--- config.mk ---
export PLATFORM = sky130hd
export DESIGN_NAME = ps2_key_mmio
export DESIGN_NICKNAME = d
export VERILOG_FILES = /design/src/rtl/gambling_pkg.sv /design/src/rtl/ps2_rx_frame.sv /design/src/rtl/ps2_key_mmio.sv
export SDC_FILE = /design/constraint.sdc
export NUM_CORES = 1
export LEC_CHECK = 0
export ABC_AREA = 1
export BUFFER_PORTS_ARGS = -buffer_cell sky130_fd_sc_hd__buf_4
export CORE_UTILIZATION = 55
export DETAILED_ROUTE_END_ITERATION = 10
export GPL_TIMING_DRIVEN = 0
export PLACE_DENSITY = 0.89
export SLEW_MARGIN = 5
export SYNTH_ARGS = -nofsm -noshare
export SYNTH_HDL_FRONTEND = slang
export SYNTH_SLANG_ARGS = --single-unit
--- constraint.sdc ---
create_clock -name clk -period 3 [get_ports clk]
set_clock_uncertainty 0.05 [all_clocks]
set_input_delay 0.15 -clock clk [delete_from_list [all_inputs] [get_ports clk]]
set_output_delay 0.15 -clock clk [all_outputs]
set_load 0.02 [all_outputs]
--- src/rtl/gambling_pkg.sv ---
// gambling_pkg: scan codes, keyboard word address and PS/2 frame states
package gambling_pkg;
  localparam logic [7:0] SC_SPACE = 8'h29;
  localparam logic [7:0] SC_BREAK = 8'hF0;
  localparam logic [7:0] SC_EXT = 8'hE0;
  localparam int DEF_KEY_ADDR = 10;
  typedef enum logic [1:0] {IDLE, DATA, PARITY, STOP} frame_state_t;
endpackage

--- src/rtl/ps2_rx_frame.sv ---
// ps2_rx_frame: PS/2 pin sync, clock glitch filter, frame FSM with odd parity and idle timeout
module ps2_rx_frame
  import gambling_pkg::*;
#(
  parameter int FILTER_LEN = 8,
  parameter int TIMEOUT_CYCLES = 50000
) (
  input  logic       clk,
  input  logic       rst,
  input  logic       ps2_clk,
  input  logic       ps2_data,
  output logic       byte_valid,
  output logic [7:0] byte_data,
  output logic       frame_err
);
  localparam int FW = $clog2(FILTER_LEN + 1);
  localparam int TW = $clog2(TIMEOUT_CYCLES + 1);
  frame_state_t state, state_nxt;
  logic [1:0] clk_s, dat_s;
  logic [FW-1:0] fcnt;
  logic [TW-1:0] tcnt;
  logic [7:0] shift;
  logic [2:0] bcnt;
  logic fclk, fclk_q, par, fall, d, tout, ok, err;
  assign d = dat_s[1];
  assign fall = fclk_q & ~fclk;
  assign tout = state != IDLE && !fall && tcnt == TW'(TIMEOUT_CYCLES - 1);
  assign byte_data = shift;
  always_ff @(posedge clk) begin
    if (rst) begin
      clk_s <= 2'b11;
      dat_s <= 2'b11;
      fcnt <= '0;
      fclk <= 1'b1;
      fclk_q <= 1'b1;
    end else begin
      clk_s <= {clk_s[0], ps2_clk};
      dat_s <= {dat_s[0], ps2_data};
      fclk_q <= fclk;
      fcnt <= (clk_s[1] == fclk || fcnt == FW'(FILTER_LEN - 1)) ? '0 : fcnt + 1'b1;
      if (clk_s[1] != fclk && fcnt == FW'(FILTER_LEN - 1)) fclk <= clk_s[1];
    end
  end
  always_ff @(posedge clk) state <= rst ? IDLE : state_nxt;
  always_comb begin
    state_nxt = state;
    if (tout) state_nxt = IDLE;
    else if (fall)
      case (state)
        IDLE: state_nxt = d ? IDLE : DATA;
        DATA: state_nxt = bcnt == 3'd7 ? PARITY : DATA;
        PARITY: state_nxt = STOP;
        STOP: state_nxt = IDLE;
      endcase
  end
  always_comb begin
    ok = state == STOP && fall && d && ^{par, shift};
    err = (state == STOP && fall && !ok) || tout;
  end
  always_ff @(posedge clk) begin
    if (rst) begin
      shift <= '0;
      bcnt <= '0;
      par <= 1'b0;
      tcnt <= '0;
      byte_valid <= 1'b0;
      frame_err <= 1'b0;
    end else begin
      byte_valid <= ok;
      frame_err <= err;
      tcnt <= (state == IDLE || fall) ? '0 : tcnt + 1'b1;
      if (state == IDLE) bcnt <= '0;
      if (state == DATA && fall) begin
        shift <= {d, shift[7:1]};
        bcnt <= bcnt + 1'b1;
      end
      if (state == PARITY && fall) par <= d;
    end
  end
endmodule

--- src/rtl/ps2_key_mmio.sv ---
// ps2_key_mmio: make/break decoder keeping the held-key word in data memory (PS2_EXTENDED_EN enables E0 keys)
module ps2_key_mmio
  import gambling_pkg::*;
#(
  parameter int KEY_ADDR = DEF_KEY_ADDR,
  parameter int FILTER_LEN = 8,
  parameter int TIMEOUT_CYCLES = 50000
) (
  input  logic        clk,
  input  logic        rst,
  input  logic        ps2_clk,
  input  logic        ps2_data,
  output logic        mem_we,
  output logic [31:0] mem_addr,
  output logic [31:0] mem_wdata,
  output logic [31:0] key_word,
  output logic        frame_err
);
`ifdef PS2_EXTENDED_EN
  localparam bit EXT_EN = 1'b1;
`else
  localparam bit EXT_EN = 1'b0;
`endif
  logic byte_valid, brk, ext, is_brk, is_ext, we_c;
  logic [7:0] byte_data;
  logic [31:0] val, wd;
  ps2_rx_frame #(.FILTER_LEN(FILTER_LEN), .TIMEOUT_CYCLES(TIMEOUT_CYCLES)) u_rx (
    .clk(clk),
    .rst(rst),
    .ps2_clk(ps2_clk),
    .ps2_data(ps2_data),
    .byte_valid(byte_valid),
    .byte_data(byte_data),
    .frame_err(frame_err)
  );
  always_comb begin
    is_brk = byte_data == SC_BREAK;
    is_ext = byte_data == SC_EXT;
    val = {23'b0, ext, byte_data};
    wd = brk ? '0 : val;
    // a break only clears the word when it names the key actually held
    we_c = byte_valid && !is_brk && !is_ext &&
           (brk ? (val == key_word && key_word != '0) : val != key_word);
  end
  assign mem_addr = mem_we ? 32'(KEY_ADDR) : '0;
  always_ff @(posedge clk) begin
    if (rst) begin
      mem_we <= 1'b0;
      mem_wdata <= '0;
      key_word <= '0;
      brk <= 1'b0;
      ext <= 1'b0;
    end else begin
      mem_we <= we_c;
      if (we_c) begin
        mem_wdata <= wd;
        key_word <= wd;
      end
      if (byte_valid) begin
        brk <= is_brk ? 1'b1 : is_ext ? brk : 1'b0;
        ext <= is_ext ? EXT_EN : is_brk ? ext : 1'b0;
      end
    end
  end
endmodule
# == Word level (Yosys, flattened, before mapping) ==
# Cells that the tools add are included.
# word_totals
ff_bits,77
input_bits,4
out_inout_bits,98
elab_cells,77
# classes
add_sub_neg,3
eq_ne,14
mux,12
bitwise_logic,2
reduce_logical,30
# op_table
op,n
equality test 9 x 32 -> 1 bit,1
inequality test 9 x 32 -> 1 bit,1
nonzero test 32 bit,1
adder 16 x 1 -> 16 bit (second input constant),1
equality test 16 bit (second input constant),1
equality test 8 bit (second input constant),2
logical AND 1 bit,13
2-to-1 mux 9 bit,1
XOR reduction 9 bit,1
one-hot mux 2 bit (4 select lines),1
2-to-1 mux 1 bit,6
2-to-1 mux 3 bit,2
OR reduction 2 bit,3
adder 4 x 1 -> 4 bit (second input constant),1
equality test 2 bit (second input constant),2
equality test 4 x 3 -> 1 bit (second input constant),1
zero test 1 bit,4
2-to-1 mux 4 bit,1
AND reduction 2 bit,2
nonzero test 2 bit,2
adder 3 x 1 -> 3 bit (second input constant),1
equality test 3 bit (second input constant),1
logical OR 1 bit,3
equality test 2 x 1 -> 1 bit (second input constant),1
other kinds (8),8

# == Longest topological paths before layout ==
# Gate-level depths: netlist of the first run.
# logic_depth
ltp_word,8
depth_mapped,13
depth_no_buf,12

# == Hierarchy ==
# Synthesis of the first run repeated with hierarchy kept, for this count alone.
# unflattened
cells_unflattened,430
area_unflattened_um2,3135.5
# modules_own_cells
module,n_inst,cells_each,area_per_inst_um2,seq_area_each_um2
ps2_rx_frame,1,256,1869.3,840.8
ps2_key_mmio,1,174,1266.2,200.2

# == Worst setup path after synthesis of the first run ==
# OpenSTA, ideal clock, no wires.
# synth_timing
kind,reg2reg
startpoint,register u_rx.shift[2] (netlist: u_rx.byte_data[2])
endpoint,register u_rx.frame_err
setup_ps,70
arrival_time_ps,1383
required_ps,2880
slack_ps,1497
stages_incl_launch_ff,9
path_buffers,0
synth_period_minus_slack_ps,1503
path_cell_list,dfxtp_1 -> inv_1 -> ha_1 -> xnor2_1 -> xor2_1 -> nand2_1 -> nand3_1 -> nand2_1 -> a21oi_1
# synth_via
elab_chain_cells,5
# synth_lines
item,line,text
from (decl),ps2_rx_frame.sv:22,logic [7:0] shift;
from (signal assigned),ps2_rx_frame.sv:74,"shift <= {d, shift[7:1]};"
XOR reduction 9 bit,ps2_rx_frame.sv:57,"ok = state == STOP && fall && d && ^{par, shift};"
logical AND 1 bit,ps2_rx_frame.sv:57,
zero test 1 bit,ps2_rx_frame.sv:58,err = (state == STOP && fall && !ok) || tout;
logical AND 1 bit,ps2_rx_frame.sv:58,
logical OR 1 bit,ps2_rx_frame.sv:58,
to (signal assigned),ps2_rx_frame.sv:70,frame_err <= err;
to (decl),ps2_rx_frame.sv:14,output logic frame_err
# No other way between the ends.
# A chain may end at the register's enable or synchronous reset.

# == Worst setup path after layout of the first run ==
# layout_timing
startpoint,register u_rx.shift[3] (netlist: u_rx.byte_data[3])
endpoint,register key_word[0]
# layout_via
elab_chain_cells,5
word_cells_on_any_way,11
classes_between,eq/ne (4); mux (1); reduce/logical (6)
# layout_lines
item,line,text
"parallel branches: the longest is 4 deep, another holds equality test 9 x 32 -> 1 bit",--,
logical AND 1 bit (*),ps2_key_mmio.sv:42,we_c = byte_valid && !is_brk && !is_ext &&
to (signal assigned),ps2_key_mmio.sv:57,key_word <= wd;
to (decl),ps2_key_mmio.sv:16,"output logic [31:0] key_word,"
# Mark *: on every way between the ends.

==> results of run 1 <==
[power by group through the flow]
stage	clock, W	sequential (W)	combinational, W
floorplan	0	0.000709	0.000172
global placement	0	0.000710	0.000179
detailed placement	0	0.000710	0.000179
CTS	0.000487	0.000694	0.000181
global route	0.000521	0.000694	0.000198
finish	0.000479	0.000694	0.000186
[cell families (layout without fill, tap and decap cells)]
logic type,Yosys count,in the layout
compound gates,47,47
other cells,1,78
buf+inv,139,172
fa+ha+maj,9,9
simple gates,161,161
xor+xnor,11,11
flops,52,52
[routing by layer]
metal	vias up	wire length [µm]	GRT usage (%)	share of wire (%)
met4	0	74	5.000	1.4
li1	1361	-	-	-
met3	11	339	4.405	6.2
met5	-	0	0	0
met1	1117	2202	21.76	40
met2	88	2835	35.36	52
[path summary, 6_finish.rpt]
| kind | to | slack (ns) | depth (start not counted) |
|---|---|---|---|
| max reg2reg | key_word[0]$_SDFFE_PP0P_ | 1.23 | 11 |
| max | key_word[0]$_SDFFE_PP0P_ | 1.23 | 11 |
| min | u_rx.clk_s[0]$_SDFF_PP1_ | 0.03 | 2 |
| min reg2reg | u_rx.dat_s[1]$_SDFF_PP1_ | 0.36 | 1 |
[critical path: cells and delay by family (launching register included)]
| kind | cells | cell delay (ns) |
|---|---|---|
| buf+inv | 3 | 0.34 |
| fa+ha+maj | 1 | 0.19 |
| compound gates | 1 | 0.13 |
| simple gates | 6 | 0.58 |
| flops | 1 | 0.39 |
[stage by stage]
| stage | utilization, % | hold slack (ns) |
|---|---|---|
| floorplan | - | 0.2038 |
| global placement | 69.11 | 0.2848 |
| detailed placement | 69.11 | 0.2911 |
| CTS | 71.62 | 0.02207 |
| global route | 71.62 | 0.01190 |
| finish | 71.62 | 0.02604 |
[registers in the layout (all words and copies together), names as in the netlist, 2 cells and up, named ones only]
register / count
key_word: 8
u_rx.byte_data: 8
u_rx.fcnt: 4
u_rx.bcnt: 3
u_rx.dat_s: 2
u_rx.tcnt: 16
u_rx.clk_s: 2
[final cells by class]
class / instances / share of cell area (%)
clock inverters: 3 / 1.134
flip-flops and latches: 52 / 27.75
multi-input cells: 306 / 38.73
repair buffers: 25 / 5.137
plain buffers: 96 / 18.78
well taps: 70 / 2.335
inverters: 43 / 4.303
clock buffers: 5 / 1.835
[layout by cell type (no fill, tap or decap), types with 2 or more instances in the layout]
cell type | Yosys | routed
o21ai_0 | 16 | 16
nor2_2 | 5 | 5
dlygate4sd3_1 | 0 | 2
o21ai_1 | 2 | 2
nor2_1 | 42 | 42
inv_1 | 31 | 31
nand3_1 | 10 | 10
a21oi_1 | 26 | 26
ha_1 | 9 | 9
nand4_1 | 4 | 4
dfxtp_1 | 52 | 52
xnor2_1 | 8 | 8
nor3_1 | 10 | 10
conb_1 | 1 | 78
clkbuf_8 | 0 | 5
inv_2 | 12 | 12
or2_2 | 4 | 4
xor2_1 | 3 | 3
nand2_2 | 4 | 4
nand2_1 | 76 | 76
buf_4 | 88 | 111
buf_2 | 5 | 5
[what timing repair did]
action / in CTS / in global routing
endpoints found under the hold margin: 2 / 0
gates resized for setup: 0 / 0
hold buffers: 2 / 0
==> summary.txt, run 1 <==
status -> complete, no violations
Via-to-Cell Ratio -> 4.295
global route total overflow -> 0
hold path startpoint -> rst
Reg power frac -> 51.0%
Post-CTS Setup Bufs -> 0
max-capacitance violation count -> 0
post-route insts no fill -> 600
Mapped Area -> 3070 µm²
VDD IR max -> 0.2879 mV
area added between synthesis and finish -> 22.17%
largest family of logic cells by synthesized area -> buffers and inverters
DR vias -> 2577
Critical Setup Path Class -> flip-flop to flip-flop
post-synth top area cell -> dfxtp_1
power per cell area -> 362.2 nW/µm²
yosys synthesis warning count -> 0
sequential share of the synthesized area -> 33.90%
Post-synth ARST share -> 0%
crit path capture type -> flip-flop
clock sink count -> 52
Startpoint Class -> flip-flop
Leakage -> 1.973 nW
RR Startpoint -> u_rx.byte_data[3]$_SDFFE_PP0P_
Worst Setup SP -> u_rx.byte_data[3]$_SDFFE_PP0P_
row cnt -> 26
Clk Latency, worst-skew pair -> 0.31 ns
max-slew violations -> 0
RD Place Congestion -> 0.8174
design area -> 3751 µm²
clock network fraction of total power -> 35.3%
CTS tree -> done
dpl hpwl -> 4.318 mm
Final period util -> 59.04%
CP max-delay cell -> dfxtp_1
nets@finish -> 542
number of library cell types mapped by synthesis -> 32
DIE WIDTH -> 76.72 µm
most numerous cell in the Yosys netlist -> buf_4
min Tclk post-route -> 1.771 ns
share of cells above drive strength 1 -> 29.06%
Hold Path Class -> input pin to flip-flop
CP arrival -> 1.92 ns
post-synthesis mux area share -> 0%
CTS Root Cell -> clkbuf_8
WL per Instance -> 9.087 µm
total CTS buffers -> 5
Synth Area in XOR/XNOR -> 3.138%
EDFF count, synth -> 0
Post-route DRC -> 0
Synth top area share -> 33.90%
placed cell areas -> 3620 µm²
DRT antenna net count -> 0
num ports -> 102
Post-Synthesis Cells -> 420
Pwr Total -> 0.001359 W
Mapped Avg Cell Area -> 7.311 µm²
clock buffer depth -> 2
Final Hold Fails -> 0
largest net degree at the start of global routing -> 17
pre-CTS WS -> 1.272 ns
Net Sw Frac -> 25.26%
Routed Wire Length -> 5.452 mm
Synth Area in Compound Gates -> 7.946%
gr usage total -> 19.11%
Die Area -> 5885 µm²
area share of fa/ha/maj cells after synthesis -> 3.667%
core area -> 5238 µm²
internal power -> 0.001015 W
FMAX -> 0.5646 GHz
CP Cell Sequence -> inv_1, ha_1, nand2_1, o21ai_0, nor2_1, nand2_1, inv_2, nand2_4, buf_6, nor2_1, nor2_1
initial antenna violation count -> 0
DR iter-0 viols -> 131
ys flop type -> dfxtp_1
final worst slack -> 1.229 ns
worst-path fanout max -> 10
ANT cells -> 0
FILL cells -> 417
logic gate share of total power -> 13.7%
Final setup viols -> 0
first-pass GRT wire length -> 9.397 mm
fraction of the mapped netlist area in simple logic gates -> 23.02%
Synth top cells by count -> buf_4, nand2_1, dfxtp_1
Die Y -> 76.72 µm
setup TNS -> 0 ns
Port Buffer Count -> 23
Worst Path Required -> 3.15 ns
placed insts -> 590
largest cells by area after synthesis -> dfxtp_1, buf_4, nand2_1
most frequent cell on the critical path -> nor2_1
H-tree levels -> 2
RSZ-0062 raised after global routing -> no
sequential cell area -> 1041 µm²
Worst-path clk slew -> 0.09 ns
area occupied by multi-input gates -> 1453 µm²
slowest stage delay, CP -> 0.39 ns
Starting Density -> 58.62%
Seq cells post-synth -> 52
DRT Pass-1 Iters -> 4
Switch Pwr -> 0.0003433 W
vias in the first global route -> 2261
Power figures use the tool's default switching activity.
==> inputs of run 2 (changes only) <==
--- a/config.mk
+++ b/config.mk
@@ -5,12 +5,12 @@
 export SDC_FILE = /design/constraint.sdc
 export NUM_CORES = 1
 export LEC_CHECK = 0
-export ABC_AREA = 1
+export ABC_AREA = 0
 export BUFFER_PORTS_ARGS = -buffer_cell sky130_fd_sc_hd__buf_4
-export CORE_UTILIZATION = 55
+export CORE_UTILIZATION = 51
 export DETAILED_ROUTE_END_ITERATION = 10
 export GPL_TIMING_DRIVEN = 0
-export PLACE_DENSITY = 0.89
+export PLACE_DENSITY = 0.83
 export SLEW_MARGIN = 5
 export SYNTH_ARGS = -nofsm -noshare
 export SYNTH_HDL_FRONTEND = slang
==> constraint.sdc (replaced) <==
create_clock -name clk -period 1.7 [get_ports clk]
set_clock_uncertainty 0.05 [all_clocks]
set_input_delay 0.085 -clock clk [delete_from_list [all_inputs] [get_ports clk]]
set_output_delay 0.085 -clock clk [all_outputs]
set_load 0.02 [all_outputs]
==> summary.txt, run 2 <==
Final Hold Fails -> 0 (unchanged)
slowest stage delay, CP -> 0.54 ns (+0.15 ns)
WL per Instance -> 11.22 µm (+24%)
Net Sw Frac -> 26.61% (+1.3 points)
global route total overflow -> 0 (unchanged)
row cnt -> 28 (+7.7%)
H-tree levels -> 2 (unchanged)
CP Cell Sequence -> or4_4, o2111ai_4, or3b_1, buf_6, o21ai_2
Switch Pwr -> 0.0006291 W (+83%)
first-pass GRT wire length -> 10.10 mm (+7.5%)
DIE WIDTH -> 80.77 µm (+5.3%)
min Tclk post-route -> 1.876 ns (+0.1048 ns)
commonest non-fill, non-tap cells in the layout -> buf_4, conb_1, nor2_1
share of cells above drive strength 1 -> 37.89% (+8.8 points)
Mapped Area -> 3164 µm² (+3.1%)
post-synth top area cell -> dfxtp_1
logic gate share of total power -> 14.0% (+0.3 points)
CP arrival -> 2.07 ns (+0.15 ns)
gr usage total -> 19.77% (+0.66 points)
largest net degree at the start of global routing -> 18 (+1)
most numerous cell in the Yosys netlist -> buf_4
power per cell area -> 579.7 nW/µm² (+60%)
max-capacitance violation count -> 0 (unchanged)
CP max-delay cell -> or4_4
total CTS buffers -> 5 (unchanged)
dpl hpwl -> 4.580 mm (+6.1%)
core area -> 5956 µm² (+14%)
FMAX -> 0.5331 GHz (-5.6%)
Final setup viols -> 9 (+9)
final worst slack -> -0.1758 ns (-1.405 ns)
nets@finish -> 495 (-8.7%)
initial antenna violation count -> 0 (unchanged)
setup TNS -> -1.432 ns (-1.432 ns)
RD Place Congestion -> 0.8329 (+1.9%)
Die Area -> 6524 µm² (+11%)
largest cells by area after synthesis -> dfxtp_1, buf_4, xnor2_1
Starting Density -> 53.13% (-5.5 points)
Buf/Inv on CP -> 1 (-2)
num ports -> 102 (unchanged)
Worst-path clk slew -> 0.10 ns (about the same)
Hold Path Class -> input pin to flip-flop
Final period util -> 110.3% (+51 points)
VDD IR max -> 0.3817 mV (+33%)
CTS tree -> done
ys flop type -> dfxtp_1
RSZ-0062 raised after global routing -> yes
area added between synthesis and finish -> 28.90%
Startpoint Class -> flip-flop
largest family of logic cells by synthesized area -> buffers and inverters
worst-path fanout max -> 8 (-2)
post-synthesis mux area share -> 3.203% (+3.2 points)
pre-CTS WS -> -0.2055 ns (-1.478 ns)
max-slew violations -> 0 (unchanged)
DRT Pass-1 Iters -> 4 (unchanged)
Reg power frac -> 51.4% (+0.4 points)
Mapped Avg Cell Area -> 8.669 µm² (+19%)
placed cell areas -> 3746 µm² (+3.5%)
clock buffer depth -> 2 (unchanged)
DR vias -> 2591 (+0.54%)
Die Y -> 80.77 µm (+5.3%)
number of library cell types mapped by synthesis -> 47 (+47%)
Worst Path Required -> 1.90 ns (-1.25 ns)
ANT cells -> 0 (unchanged)
Leakage -> 1.818 nW (-7.9%)
area share of fa/ha/maj cells after synthesis -> 3.559% (-0.11 points)
Synth top area share -> 32.90% (-1.0 points)
design area -> 4079 µm² (+8.7%)
Post-route DRC -> 0 (unchanged)
Synth Area in XOR/XNOR -> 8.185% (+5.0 points)
internal power -> 0.001735 W (+71%)
CTS Root Cell -> clkbuf_8
Largest register FFs -> 16 (unchanged)
Synth top cells by count -> buf_4, dfxtp_1, nor2_1
clock network fraction of total power -> 34.6% (-0.7 points)
clock sink count -> 52 (unchanged)
Port Buffer Count -> 23 (unchanged)
Seq cells post-synth -> 52 (unchanged)
Routed Wire Length -> 6.262 mm (+15%)
DR iter-0 viols -> 95 (-27%)
final core utilization -> 68.49% (-3.1 points)
Post-synth ARST share -> 0% (unchanged)
vias in the first global route -> 2297 (+1.6%)
Critical Setup Path Class -> flip-flop to flip-flop
violated checks -> negative setup slack
yosys synthesis warning count -> 0 (unchanged)
Synth Area in Compound Gates -> 9.609% (+1.7 points)
Post-Synthesis Cells -> 365 (-13%)
sequential share of the synthesized area -> 32.90% (-1.0 points)
most common cell after layout, fill and taps aside -> buf_4
DRT antenna net count -> 0 (unchanged)
Clk Latency, worst-skew pair -> 0.31 ns (about the same)
Via-to-Cell Ratio -> 4.643 (+8.1%)
fraction of the mapped netlist area in simple logic gates -> 18.47% (-4.6 points)
crit path capture type -> flip-flop
Worst path top cell family by delay -> simple AND/OR/NAND/NOR gates
status -> complete, but fails checks
largest register by flop count -> u_rx.tcnt
EDFF count, synth -> 0 (unchanged)
[run 2: cell types whose count changed after synthesis, sizes merged, moves of 10 or more]
cell	delta
a21oi	-14
inv	-32
nor4	+10
xnor2	+17
clkbuf	+10
nand2	-75
[run 2: power groups by stage]
stage	logic (W)	clock network, W	registers (W)
floorplan	0.000306	0	0.00125
global route	0.000359	0.000878	0.00122
CTS	0.000323	0.000829	0.00122
finish	0.000331	0.000818	0.00122
global placement	0.000319	0	0.00125
detailed placement	0.000319	0	0.00125
[run 2: cells by family after synthesis]
group / after synthesis
simple gates: 111
flops: 52
mux: 10
other cells: 1
fa+ha+maj: 9
xor+xnor: 28
compound gates: 42
buf+inv: 112
[run 2: final timing paths]
kind,cells past startpoint,endpoint,from,slack [ns]
max,5,key_word[0]$_SDFFE_PP0P_,key_word[7]$_SDFFE_PP0P_,-0.18
min,3,key_word[6]$_SDFFE_PP0P_,rst,0.07
max reg2reg,5,key_word[0]$_SDFFE_PP0P_,key_word[7]$_SDFFE_PP0P_,-0.18
min reg2reg,1,u_rx.clk_s[1]$_SDFF_PP1_,u_rx.clk_s[0]$_SDFF_PP1_,0.37
[run 2: through the flow]
stage / hold WS (ns) / total power [W] / cells
6_report: 0.07427 / 0.002365 / 558
5_1_grt: 0.09802 / 0.002453 / 558
4_1_cts: 0.07043 / 0.002369 / 554
3_5_place_dp: 0.2274 / 0.001569 / 540
3_3_place_gp: 0.2243 / 0.001569 / 540
2_1_floorplan: 0.1388 / 0.001555 / 442
[run 2: worst register-to-register path, delay by kind of cell, from the launching register on]
family,cells,cell delay (ns)
AOI/OAI and AO/OA,2,0.33
buffers and inverters,1,0.16
DFF,1,0.37
and+or+nand+nor,2,0.92
[run 2: layer usage]
metal	wire (µm)	track usage (%)
met5	0	0
met2	3397	38.05
met1	2432	20.85
met3	298	3.146
met4	133	9.107
[run 2: cell type report]
type | count | area, µm²
sequential | 52 | 1075
clock inverter | 2 | 16.27
timing repair buffer | 35 | 267.8
fill | 473 | 1877
tap | 75 | 93.84
multi-input combinational | 278 | 1770
clock buffer | 6 | 93.84
inverter | 11 | 43.79
buffer | 99 | 718.2
[run 2: timing repair]
| item | CTS | global route |
|---|---|---|
| hold endpoints to repair | 2 | 0 |
| gates resized for setup | 29 | 11 |
| hold buffers | 2 | 0 |
| endpoints found under the setup margin | 29 | 29 |
| setup buffers | 6 | 4 |
| pin swaps | 3 | 4 |
